===== src/rtl/mem_access.sv =====
// MEM stage load/store unit: drives a request/ack RAM port and registers the MEM_WB payload.
// Optional MEM_MISALIGN_CHECK_EN: reject misaligned half/word accesses instead of aligning them.
module mem_access #(
  parameter int unsigned ACK_TIMEOUT = 16
) (
  input  logic        clk,
  input  logic        resetIn,
  input  logic        validIn,
  input  logic [31:0] aluResultIn,
  input  logic [31:0] storeDataIn,
  input  logic        memReadIn,
  input  logic        memWriteIn,
  input  logic [2:0]  funct3In,
  input  logic        writeEnableIn,
  input  logic [4:0]  writeBackAddrIn,
  output logic        ramReq,
  output logic        ramWe,
  output logic [31:0] ramAddr,
  output logic [31:0] ramWdata,
  output logic [3:0]  ramStrb,
  input  logic        ramAck,
  input  logic [31:0] ramRdata,
  output logic        stallOut,
  output logic        select,
  output logic [31:0] dataFromALU,
  output logic [31:0] dataFromRam,
  output logic        writeEnableOut,
  output logic [4:0]  writeBackAddrOut,
  output logic        memError
);

  localparam int unsigned XLEN  = 32;
  localparam int unsigned RW    = 5;
  localparam int unsigned CNT_W = $clog2(ACK_TIMEOUT + 1);

`ifdef MEM_MISALIGN_CHECK_EN
  localparam bit CHECK_MISALIGN = 1'b1;
`else
  localparam bit CHECK_MISALIGN = 1'b0;
`endif

  typedef enum logic [1:0] {IDLE, ACCESS, DONE} state_t;

  state_t            state, state_nxt;
  logic [CNT_W-1:0]  cnt, cnt_nxt;

  logic [XLEN-1:0]   addr_q, addr_nxt;
  logic [2:0]        f3_q, f3_nxt;
  logic [1:0]        off_q, off_nxt;
  logic              we_q, we_nxt;
  logic [RW-1:0]     wba_q, wba_nxt;

  logic              ram_req_nxt, ram_we_nxt;
  logic [XLEN-1:0]   ram_addr_nxt, ram_wdata_nxt;
  logic [3:0]        ram_strb_nxt;
  logic              select_nxt, we_out_nxt, mem_error_nxt;
  logic [XLEN-1:0]   alu_out_nxt, ram_out_nxt;
  logic [RW-1:0]     wba_out_nxt;

  logic              mem_op, misaligned;
  logic [1:0]        size, off_eff;
  logic [XLEN-1:0]   st_data, ld_shift, ld_data;
  logic [3:0]        st_strb;

  // Request decode: access size, effective byte offset, store lane replication.
  always_comb begin : decode
    mem_op     = memReadIn | memWriteIn;
    size       = funct3In[1:0];
    misaligned = ((size == 2'b01) && aluResultIn[0]) ||
                 (size[1] && (aluResultIn[1:0] != 2'b00));
    off_eff    = 2'b00;
    st_data    = storeDataIn;
    st_strb    = 4'b1111;
    case (size)
      2'b00: begin
        off_eff = aluResultIn[1:0];
        st_data = {4{storeDataIn[7:0]}};
        st_strb = 4'(4'b0001 << aluResultIn[1:0]);
      end
      2'b01: begin
        off_eff = {aluResultIn[1], 1'b0};
        st_data = {2{storeDataIn[15:0]}};
        st_strb = 4'(4'b0011 << {aluResultIn[1], 1'b0});
      end
      default: ;
    endcase
  end

  // Load return path: shift the addressed lane down, then sign/zero extend.
  always_comb begin : load_align
    ld_shift = ramRdata >> {off_q, 3'b000};
    case (f3_q[1:0])
      2'b00:   ld_data = f3_q[2] ? {24'd0, ld_shift[7:0]}
                                 : {{24{ld_shift[7]}}, ld_shift[7:0]};
      2'b01:   ld_data = f3_q[2] ? {16'd0, ld_shift[15:0]}
                                 : {{16{ld_shift[15]}}, ld_shift[15:0]};
      default: ld_data = ld_shift;
    endcase
  end

  assign stallOut = resetIn &
                    ((state == ACCESS) || ((state == IDLE) && validIn && mem_op));

  always_ff @(posedge clk or negedge resetIn) begin : state_reg
    if (!resetIn) begin
      state <= IDLE;
      cnt   <= '0;
    end else begin
      state <= state_nxt;
      cnt   <= cnt_nxt;
    end
  end

  always_comb begin : next_state
    state_nxt     = state;
    cnt_nxt       = cnt;
    addr_nxt      = addr_q;
    f3_nxt        = f3_q;
    off_nxt       = off_q;
    we_nxt        = we_q;
    wba_nxt       = wba_q;
    ram_req_nxt   = 1'b0;
    ram_we_nxt    = ramWe;
    ram_addr_nxt  = ramAddr;
    ram_wdata_nxt = ramWdata;
    ram_strb_nxt  = ramStrb;
    select_nxt    = select;
    alu_out_nxt   = dataFromALU;
    ram_out_nxt   = dataFromRam;
    wba_out_nxt   = writeBackAddrOut;
    we_out_nxt    = 1'b0;
    mem_error_nxt = 1'b0;

    case (state)
      IDLE: begin
        if (validIn && mem_op) begin
          addr_nxt      = aluResultIn;
          f3_nxt        = funct3In;
          off_nxt       = off_eff;
          we_nxt        = writeEnableIn;
          wba_nxt       = writeBackAddrIn;
          ram_we_nxt    = memWriteIn;
          ram_addr_nxt  = {aluResultIn[31:2], 2'b00};
          ram_wdata_nxt = st_data;
          ram_strb_nxt  = st_strb;
          if (CHECK_MISALIGN && misaligned) begin
            state_nxt     = DONE;
            mem_error_nxt = 1'b1;
            select_nxt    = 1'b0;
            alu_out_nxt   = aluResultIn;
            ram_out_nxt   = '0;
            wba_out_nxt   = writeBackAddrIn;
          end else begin
            state_nxt   = ACCESS;
            cnt_nxt     = '0;
            ram_req_nxt = 1'b1;
          end
        end else if (validIn) begin
          select_nxt  = 1'b1;
          alu_out_nxt = aluResultIn;
          ram_out_nxt = '0;
          we_out_nxt  = writeEnableIn;
          wba_out_nxt = writeBackAddrIn;
        end
      end
      ACCESS: begin
        if (ramAck) begin
          state_nxt   = DONE;
          select_nxt  = 1'b0;
          alu_out_nxt = addr_q;
          ram_out_nxt = ramWe ? '0 : ld_data;
          we_out_nxt  = we_q & ~ramWe;
          wba_out_nxt = wba_q;
        end else if (cnt == CNT_W'(ACK_TIMEOUT - 1)) begin
          state_nxt     = DONE;
          mem_error_nxt = 1'b1;
          select_nxt    = 1'b0;
          alu_out_nxt   = addr_q;
          ram_out_nxt   = '0;
          wba_out_nxt   = wba_q;
        end else begin
          cnt_nxt     = cnt + CNT_W'(1);
          ram_req_nxt = 1'b1;
        end
      end
      DONE:    state_nxt = IDLE;
      default: state_nxt = IDLE;
    endcase
  end

  always_ff @(posedge clk or negedge resetIn) begin : data_reg
    if (!resetIn) begin
      addr_q           <= '0;
      f3_q             <= '0;
      off_q            <= '0;
      we_q             <= 1'b0;
      wba_q            <= '0;
      ramReq           <= 1'b0;
      ramWe            <= 1'b0;
      ramAddr          <= '0;
      ramWdata         <= '0;
      ramStrb          <= '0;
      select           <= 1'b0;
      dataFromALU      <= '0;
      dataFromRam      <= '0;
      writeEnableOut   <= 1'b0;
      writeBackAddrOut <= '0;
      memError         <= 1'b0;
    end else begin
      addr_q           <= addr_nxt;
      f3_q             <= f3_nxt;
      off_q            <= off_nxt;
      we_q             <= we_nxt;
      wba_q            <= wba_nxt;
      ramReq           <= ram_req_nxt;
      ramWe            <= ram_we_nxt;
      ramAddr          <= ram_addr_nxt;
      ramWdata         <= ram_wdata_nxt;
      ramStrb          <= ram_strb_nxt;
      select           <= select_nxt;
      dataFromALU      <= alu_out_nxt;
      dataFromRam      <= ram_out_nxt;
      writeEnableOut   <= we_out_nxt;
      writeBackAddrOut <= wba_out_nxt;
      memError         <= mem_error_nxt;
    end
  end

endmodule


===== config.mk =====
export PLATFORM = sky130hd
export DESIGN_NAME = mem_access
export DESIGN_NICKNAME = d
export VERILOG_FILES = /design/src/rtl/mem_access.sv
export SDC_FILE = /design/constraint.sdc
export NUM_CORES = 1
export LEC_CHECK = 0
export ABC_AREA = 0
export CORE_MARGIN = 2
export CORE_UTILIZATION = 51
export CTS_BUF_LIST = sky130_fd_sc_hd__clkbuf_4
export CTS_CLUSTER_SIZE = 8
export DETAILED_ROUTE_END_ITERATION = 12
export PLACE_DENSITY = 0.85
export RECOVER_POWER = 25
export SETUP_SLACK_MARGIN = 0.05
export SLEW_MARGIN = 20
export SYNTH_ARGS = -nofsm -noshare
export SYNTH_HDL_FRONTEND = slang
export SYNTH_SLANG_ARGS = --single-unit

===== constraint.sdc =====
create_clock -name clk -period 3.7 [get_ports clk]
set_input_delay 1.11 -clock clk [delete_from_list [all_inputs] [get_ports clk]]
set_output_delay 1.11 -clock clk [all_outputs]
set_load 0.02 [all_outputs]

==> results of run 1 <==
==> layer usage <==
metal / wire length, um / up-vias
li1: - / 2840
met1: 8460 / 2938
met2: 9690 / 198
met3: 1580 / 31
met4: 431 / 0
met5: 0 / -
==> worst reg2reg max path, delay by kind of cell (launching register included) <==
kind,cells,cell delay [ns]
mux,2,0.77
flops,1,0.53
buf+inv,1,1.79
simple gates,1,0.18
==> through the flow <==
stage                     worst slack [ns]  area, um^2
after detailed placement             0.119       10000
after global routing                0.0694       10300
after CTS                           0.0929       10300
final                                0.189       10300
after global placement               0.155       10000
after floorplan                      0.210        7610
==> timing repair <==
action                                  CTS  global route
setup buffers                             0             0
endpoints found under the setup margin    0             1
gates resized for setup                   0             1
==> path summary, 6_finish.rpt <==
check | start | end | depth (start not counted)
min | resetIn | dataFromRam[3] | 1
max | validIn | stallOut | 6
min in group clk | ramWdata[2] | ramWdata[2] | 2
max reg2reg | state[1] | dataFromALU[8] | 4
max in group asynchronous | resetIn | f3_q[2] | 2
min reg2reg | ramWdata[2] | ramWdata[2] | 2
==> kinds of logic (layout without fill, tap and decap cells) <==
group,after synthesis,in the layout
simple gates,238,238
compound gates,103,103
fa+ha+maj,2,2
other cells,1,4
buf+inv,83,303
mux,126,126
flops,160,160
xor+xnor,2,2
==> cell usage in the layout, fill, tap and decap left out, types with 14 or more instances in the layout <==
master           instances
clkdlybuf4s50_1        249
nand2_1                182
dfrtp_1                160
mux2_2                  83
mux2i_1                 41
o21ai_0                 36
nor2_1                  25
a21oi_1                 25
clkbuf_4                17
a221o_1                 16
o2bb2ai_1               15
buf_4                   14
==> power groups by stage <==
stage | combinational [mW] | sequential, mW | clock (mW)
6_report | 3.32 | 2.74 | 1.02
5_1_grt | 3.54 | 2.82 | 1.12
4_1_cts | 3.34 | 2.74 | 1.05
3_5_place_dp | 3.33 | 2.76 | 0
3_3_place_gp | 3.28 | 2.74 | 0
2_1_floorplan | 1.37 | 3.24 | 0
==> area by class of cell <==
cell class | instances | area, um^2 | area share
diodes | 2 | 5.00 | 0.000485
well taps | 184 | 230 | 0.0223
inverters | 3 | 11.3 | 0.00109
clock buffers | 17 | 128 | 0.0124
flip-flops and latches | 160 | 4000 | 0.388
multi-input cells | 473 | 3160 | 0.306
repair buffers | 268 | 2640 | 0.256
clock inverters | 15 | 141 | 0.0137
==> flow_summary_export.csv, run 1 <==
group,metric,value,unit
route,dr.pass1.iters,4,
layout,utilization,0.710,
outcome,violations,"capacitance limit, slew limit",
synth,synth_xor_area_frac,0.00230,
synth,yosysMostFrequentCell,"nand2_1",
sta,fmax,285,MHz
synth,synth_fa_ha_area_frac,0.00329,
grt,antenna_found_initial,1,
grt,use_met2,0.414,
layout,area_growth,35.7,%
synth,syn_avg_cell_area,10.6,um^2
critical_path,critPathKind,"in -> out",
route,wl_per_cell,18.0,um
sta,relSlewSlack,-0.691,
grt,grt_pass1_vias,6123,
sta,min_period,3.51,ns
power,pwr-share-seq,0.387,
clocking,cts.sinks,160,
power,clockPowerShare,0.144,
synth,ys_top_cells_by_count,"nand2_1 (182), dfrtp_1 (160), mux2_2 (83), mux2i_1 (41), o21ai_0 (36)",
clocking,cts.root.buffer_cell,"clkbuf_4",
synth,yosysTopAreaCell,"dfrtp_1",
grt,grt-busiest-layer,"met2",
synth,synth_top_family_by_area,"multiplexers",
route,drt_wl_total,20200,um
critical_path,cp-end-kind,"output pin",
placed_design,finalWeightedCongestion,0.819,
clocking,cts_buffer_depth,2,
sta,hold_viol,0,
synth,ys_ff_latch,160,
outcome,outcome,"complete, but fails checks",
critical_path,crit_buf_inv,3,
power,power_frac_comb,0.469,
sta,setup_viol_count_final,0,
power,p_sw,2.68,mW
critical_path,start_kind,"input pin",
synth,synth_top_area_frac,0.526,
sta,worst-slew-pin-transition,2.54,ns
placed_design,place_inst,1088,
critical_path,critPathSlowestCell,"clkdlybuf4s50_1",
sta,tns,0,ns
clocking,clk_pin_slew_worst_paths,0.13,ns
layout,fin_cells,1122,
clocking,cts_hold_buf,0,
synth,yosys.area_share.simple,0.134,
clocking,cts_buffers,17,
power,swShare,0.379,
synth,postSynthCellCount,715,
floorplanning,fp.dieH,126,um
sta,rsz0062_at_grt,"no",
route,antenna_left,0,
synth,yosys_warnings,0,
grt,grt_usage,0.260,
clocking,insertion_delay,0.55,ns
critical_path,crit_path_frequent_cell,"buf_4",
grt,grt_max_degree,104,
floorplanning,die_x,126,um
grt,grt_pass1_wl,32700,um
critical_path,path_cells,"clkdlybuf4s50_1 -> nor3b_2 -> buf_4 -> o21ai_4 -> a21boi_0 -> buf_4",
sta,period_share,0.949,
critical_path,critical_path.top_delay_family,"buffers and inverters",
critical_path,required,2.59,ns
floorplanning,rows,44,
min_path,hp-class,"in -> async",
synth,synth_cell_type_count,44,
grt,grt-ovfl-total,0,
sta,skew,0.0213,ns
floorplanning,die-area,15900,um^2
synth,seq_area_frac_synth,0.526,
floorplanning,start_util,0.523,
power,leakage,4.59,nW
run,max_cap_viol_count,3,
synth,syn_area,7600,um^2
grt,use_met3,0.0875,
grt,grt_use_met1,0.337,
power,p_per_area,685,nW/um^2
route,drt_iter0_drc,345,
critical_path,critical_path_arrival,2.40,ns
placed_design,dp_hpwl,14200,um
synth,synth_edf_count,0,
synth,synth-compound-area-share,0.0893,
power,power,7.07,mW
floorplanning,io_pins,254,
route,viasPerCell,5.35,
synth,synthFlopType,"dfrtp_1",
critical_path,cp_max_fo,4,
clocking,cts_tree,"built",
power,intPower,4.39,mW
critical_path,ff2ff_setup_slack,0.32,ns
sta,worst_hold_slack,0.415,ns
layout,layout-drive-gt1-share,0.147,
clocking,htreeDepth,4,
placed_design,portBuffers,251,
power,peakVddDrop,0.471,mV
synth,synth.area.top_cells,"dfrtp_1 (53%), mux2_2 (12%), nand2_1 (9.0%)",
floorplanning,core_area,14500,um^2
sta,maxSlewViolCount,172,
route,vias,6007,
critical_path,slowest_delay,0.49,ns
synth,async_reset_ff_frac,1.00,
synth,muxShareOfSynthArea,0.183,
layout,fillers,1092,
route,drc_errors,0,
layout,nets,1036,
Note: power is estimated with default switching activity, not from simulation.
==> inputs of run 2 (changes only) <==
SLEW_MARGIN = default   (was 20)
==> results of run 2 <==
No change in the layout: final DEF, timing and power equal those of run 1.
==> inputs of run 3 (changes only) <==
GPL_TIMING_DRIVEN = 1   (was default)
PLACE_DENSITY = 0.88   (was 0.85)
==> run 3 against run 2 <==
  * The flow still finishes with violations (capacitance limit, slew limit)
  * Maximum frequency is 0.95% higher
  * Clock-buffer cell count rose by 3
  * Cell count down 0.18%
  * Critical path depth is 1 lower
  * Via count up 1.3%
  * Clock power rose by 7%
  * Utilization about the same
  * Setup slack gained 0.033 ns
  * Power is 0.87% higher
  * Sequential share of layout area barely moved
  * Critical path type unchanged
  * Critical endpoint unchanged
  * Largest cell class unchanged
==> flow_summary_export.csv, run 3 (same netlist as run 1, synthesis figures left out) <==
group,metric,value,unit
critical_path,path_cells,"clkdlybuf4s50_1 -> nor3b_2 -> o21ai_4 -> a21boi_0 -> buf_4",
min_path,hp-class,"reg -> reg",
floorplanning,rows,44,
clocking,cts.root.buffer_cell,"clkbuf_4",
min_path,holdPathEnd,"addr_q[0]",
route,vias,6088,
sta,min_period,3.48,ns
power,peakVddDrop,0.482,mV
clocking,cts_hold_buf,0,
min_path,worstHoldPathCells,2,
layout,layout_common_cells,"clkdlybuf4s50_1 (249), nand2_1 (182), dfrtp_1 (160)",
critical_path,cp-end-kind,"output pin",
sta,fmax,288,MHz
floorplanning,start_util,0.523,
critical_path,required,2.59,ns
outcome,outcome,"complete, but fails checks",
grt,grt_max_degree,161,
clocking,cts_setup_buffers,0,
route,dr.pass1.iters,4,
outcome,violations,"capacitance limit, slew limit",
min_path,hp-start,"addr_q[0]",
sta,worst_slack,0.222,ns
placed_design,place_inst,1087,
route,antenna_left,0,
sta,worst-slew-pin-transition,2.18,ns
layout,area_growth,35.7,%
route,routed-wl-met2,9710,um
floorplanning,fp.dieH,126,um
clocking,cts.sinks,160,
critical_path,r2r_cells,8,
clocking,cts_buffers,17,
critical_path,slowest_delay,0.50,ns
sta,tns,0,ns
route,route.met3.wl,1470,um
floorplanning,die-area,15900,um^2
layout,nets,1035,
layout,fillers,1098,
clocking,cts_tree,"built",
sta,skew,0.0184,ns
clocking,insertion_delay,0.56,ns
clocking,htreeDepth,4,
sta,hold_viol,0,
clocking,cts_resized,0,
critical_path,critical_path_arrival,2.37,ns
critical_path,worstReg2RegStart,"cnt[0]",
placed_design,dp_hpwl,13800,um
clocking,clk_pin_slew_worst_paths,0.11,ns
power,p_per_area,691,nW/um^2
run,max_cap_viol_count,1,
grt,antenna_found_initial,1,
route,top_layer_used,"met4",
grt,grt_pass1_wl,32500,um
floorplanning,die_x,126,um
layout,layout-drive-gt1-share,0.150,
sta,period_share,0.940,
route,drc_errors,0,
power,leakage,4.59,nW
grt,grt-ovfl-total,0,
clocking,cts_buffer_depth,2,
critical_path,critPathKind,"in -> out",
placed_design,post-place-ws,0.0840,ns
grt,grt_pass1_vias,6250,
critical_path,cp_max_fo,2,
power,power,7.13,mW
sta,relSlewSlack,-0.450,
placed_design,portBuffers,251,
sta,maxSlewViolCount,161,
floorplanning,io_pins,254,
route,drt_wl_total,20000,um
route,wl_met1,8260,um
critical_path,critPathSlowestCell,"clkdlybuf4s50_1",
sta,rsz0062_at_grt,"no",
layout,fin_cells,1120,
critical_path,ff2ff_setup_slack,1.41,ns
grt,grt_usage,0.256,
layout,final_common_cell,"clkdlybuf4s50_1",
floorplanning,core_area,14500,um^2
critical_path,timing.rr.end,"dataFromALU[12]",
route,viasPerCell,5.44,
critical_path,start_kind,"input pin",
placed_design,finalWeightedCongestion,0.834,
sta,setup_viol_count_final,0,
route,drt_iter0_drc,278,
route,wl_per_cell,17.8,um
[run 3: area by class of cell]
class / count / area (um^2) / area share
flip-flops and latches: 160 / 4000 / 0.388
diodes: 2 / 5.00 / 0.000485
multi-input cells: 473 / 3160 / 0.306
clock buffers: 20 / 150 / 0.0145
well taps: 184 / 230 / 0.0223
repair buffers: 267 / 2620 / 0.254
inverters: 3 / 11.3 / 0.00109
clock inverters: 11 / 140 / 0.0136
[run 3: through the flow]
| stage | hold slack [ns] | utilization | instance area, um^2 |
|---|---|---|---|
| floorplan | 0.442 | - | 7610 |
| global placement | 0.455 | 0.691 | 10000 |
| detailed placement | 0.462 | 0.691 | 10000 |
| CTS | 0.490 | 0.711 | 10300 |
| global route | 0.518 | 0.710 | 10300 |
| finish | 0.488 | 0.710 | 10300 |
[run 3: per-layer routing]
metal	global-route usage	up-vias
met5	0	-
met4	0.0983	0
met3	0.0769	39
met2	0.419	222
met1	0.322	2996
li1	-	2831
[run 3: how the worst max path moves through the flow]
stage / from / endpoint / slack, ns / cells after the start
after floorplan: validIn / stallOut / 0.21 / 4
after global placement: validIn / stallOut / 0.12 / 5
after detailed placement: validIn / stallOut / 0.08 / 5
after CTS: validIn / stallOut / 0.06 / 5
after global routing: validIn / stallOut / 0.14 / 5
final: validIn / stallOut / 0.22 / 5
[run 3: worst max-delay path, delay by kind of cell]
kind                   cells  cell delay, ns
buffers and inverters      2            0.68
AO/OA/AOI/OAI              2            0.30
AND/OR/NAND/NOR            1            0.28
[run 3: power by group]
part / switching (mW) / leakage [nW] / total [mW] / internal (mW)
Clock: 0.607 / 0.154 / 1.09 / 0.484
Combinational: 1.68 / 2.43 / 3.32 / 1.64
Sequential: 0.379 / 2.01 / 2.73 / 2.35
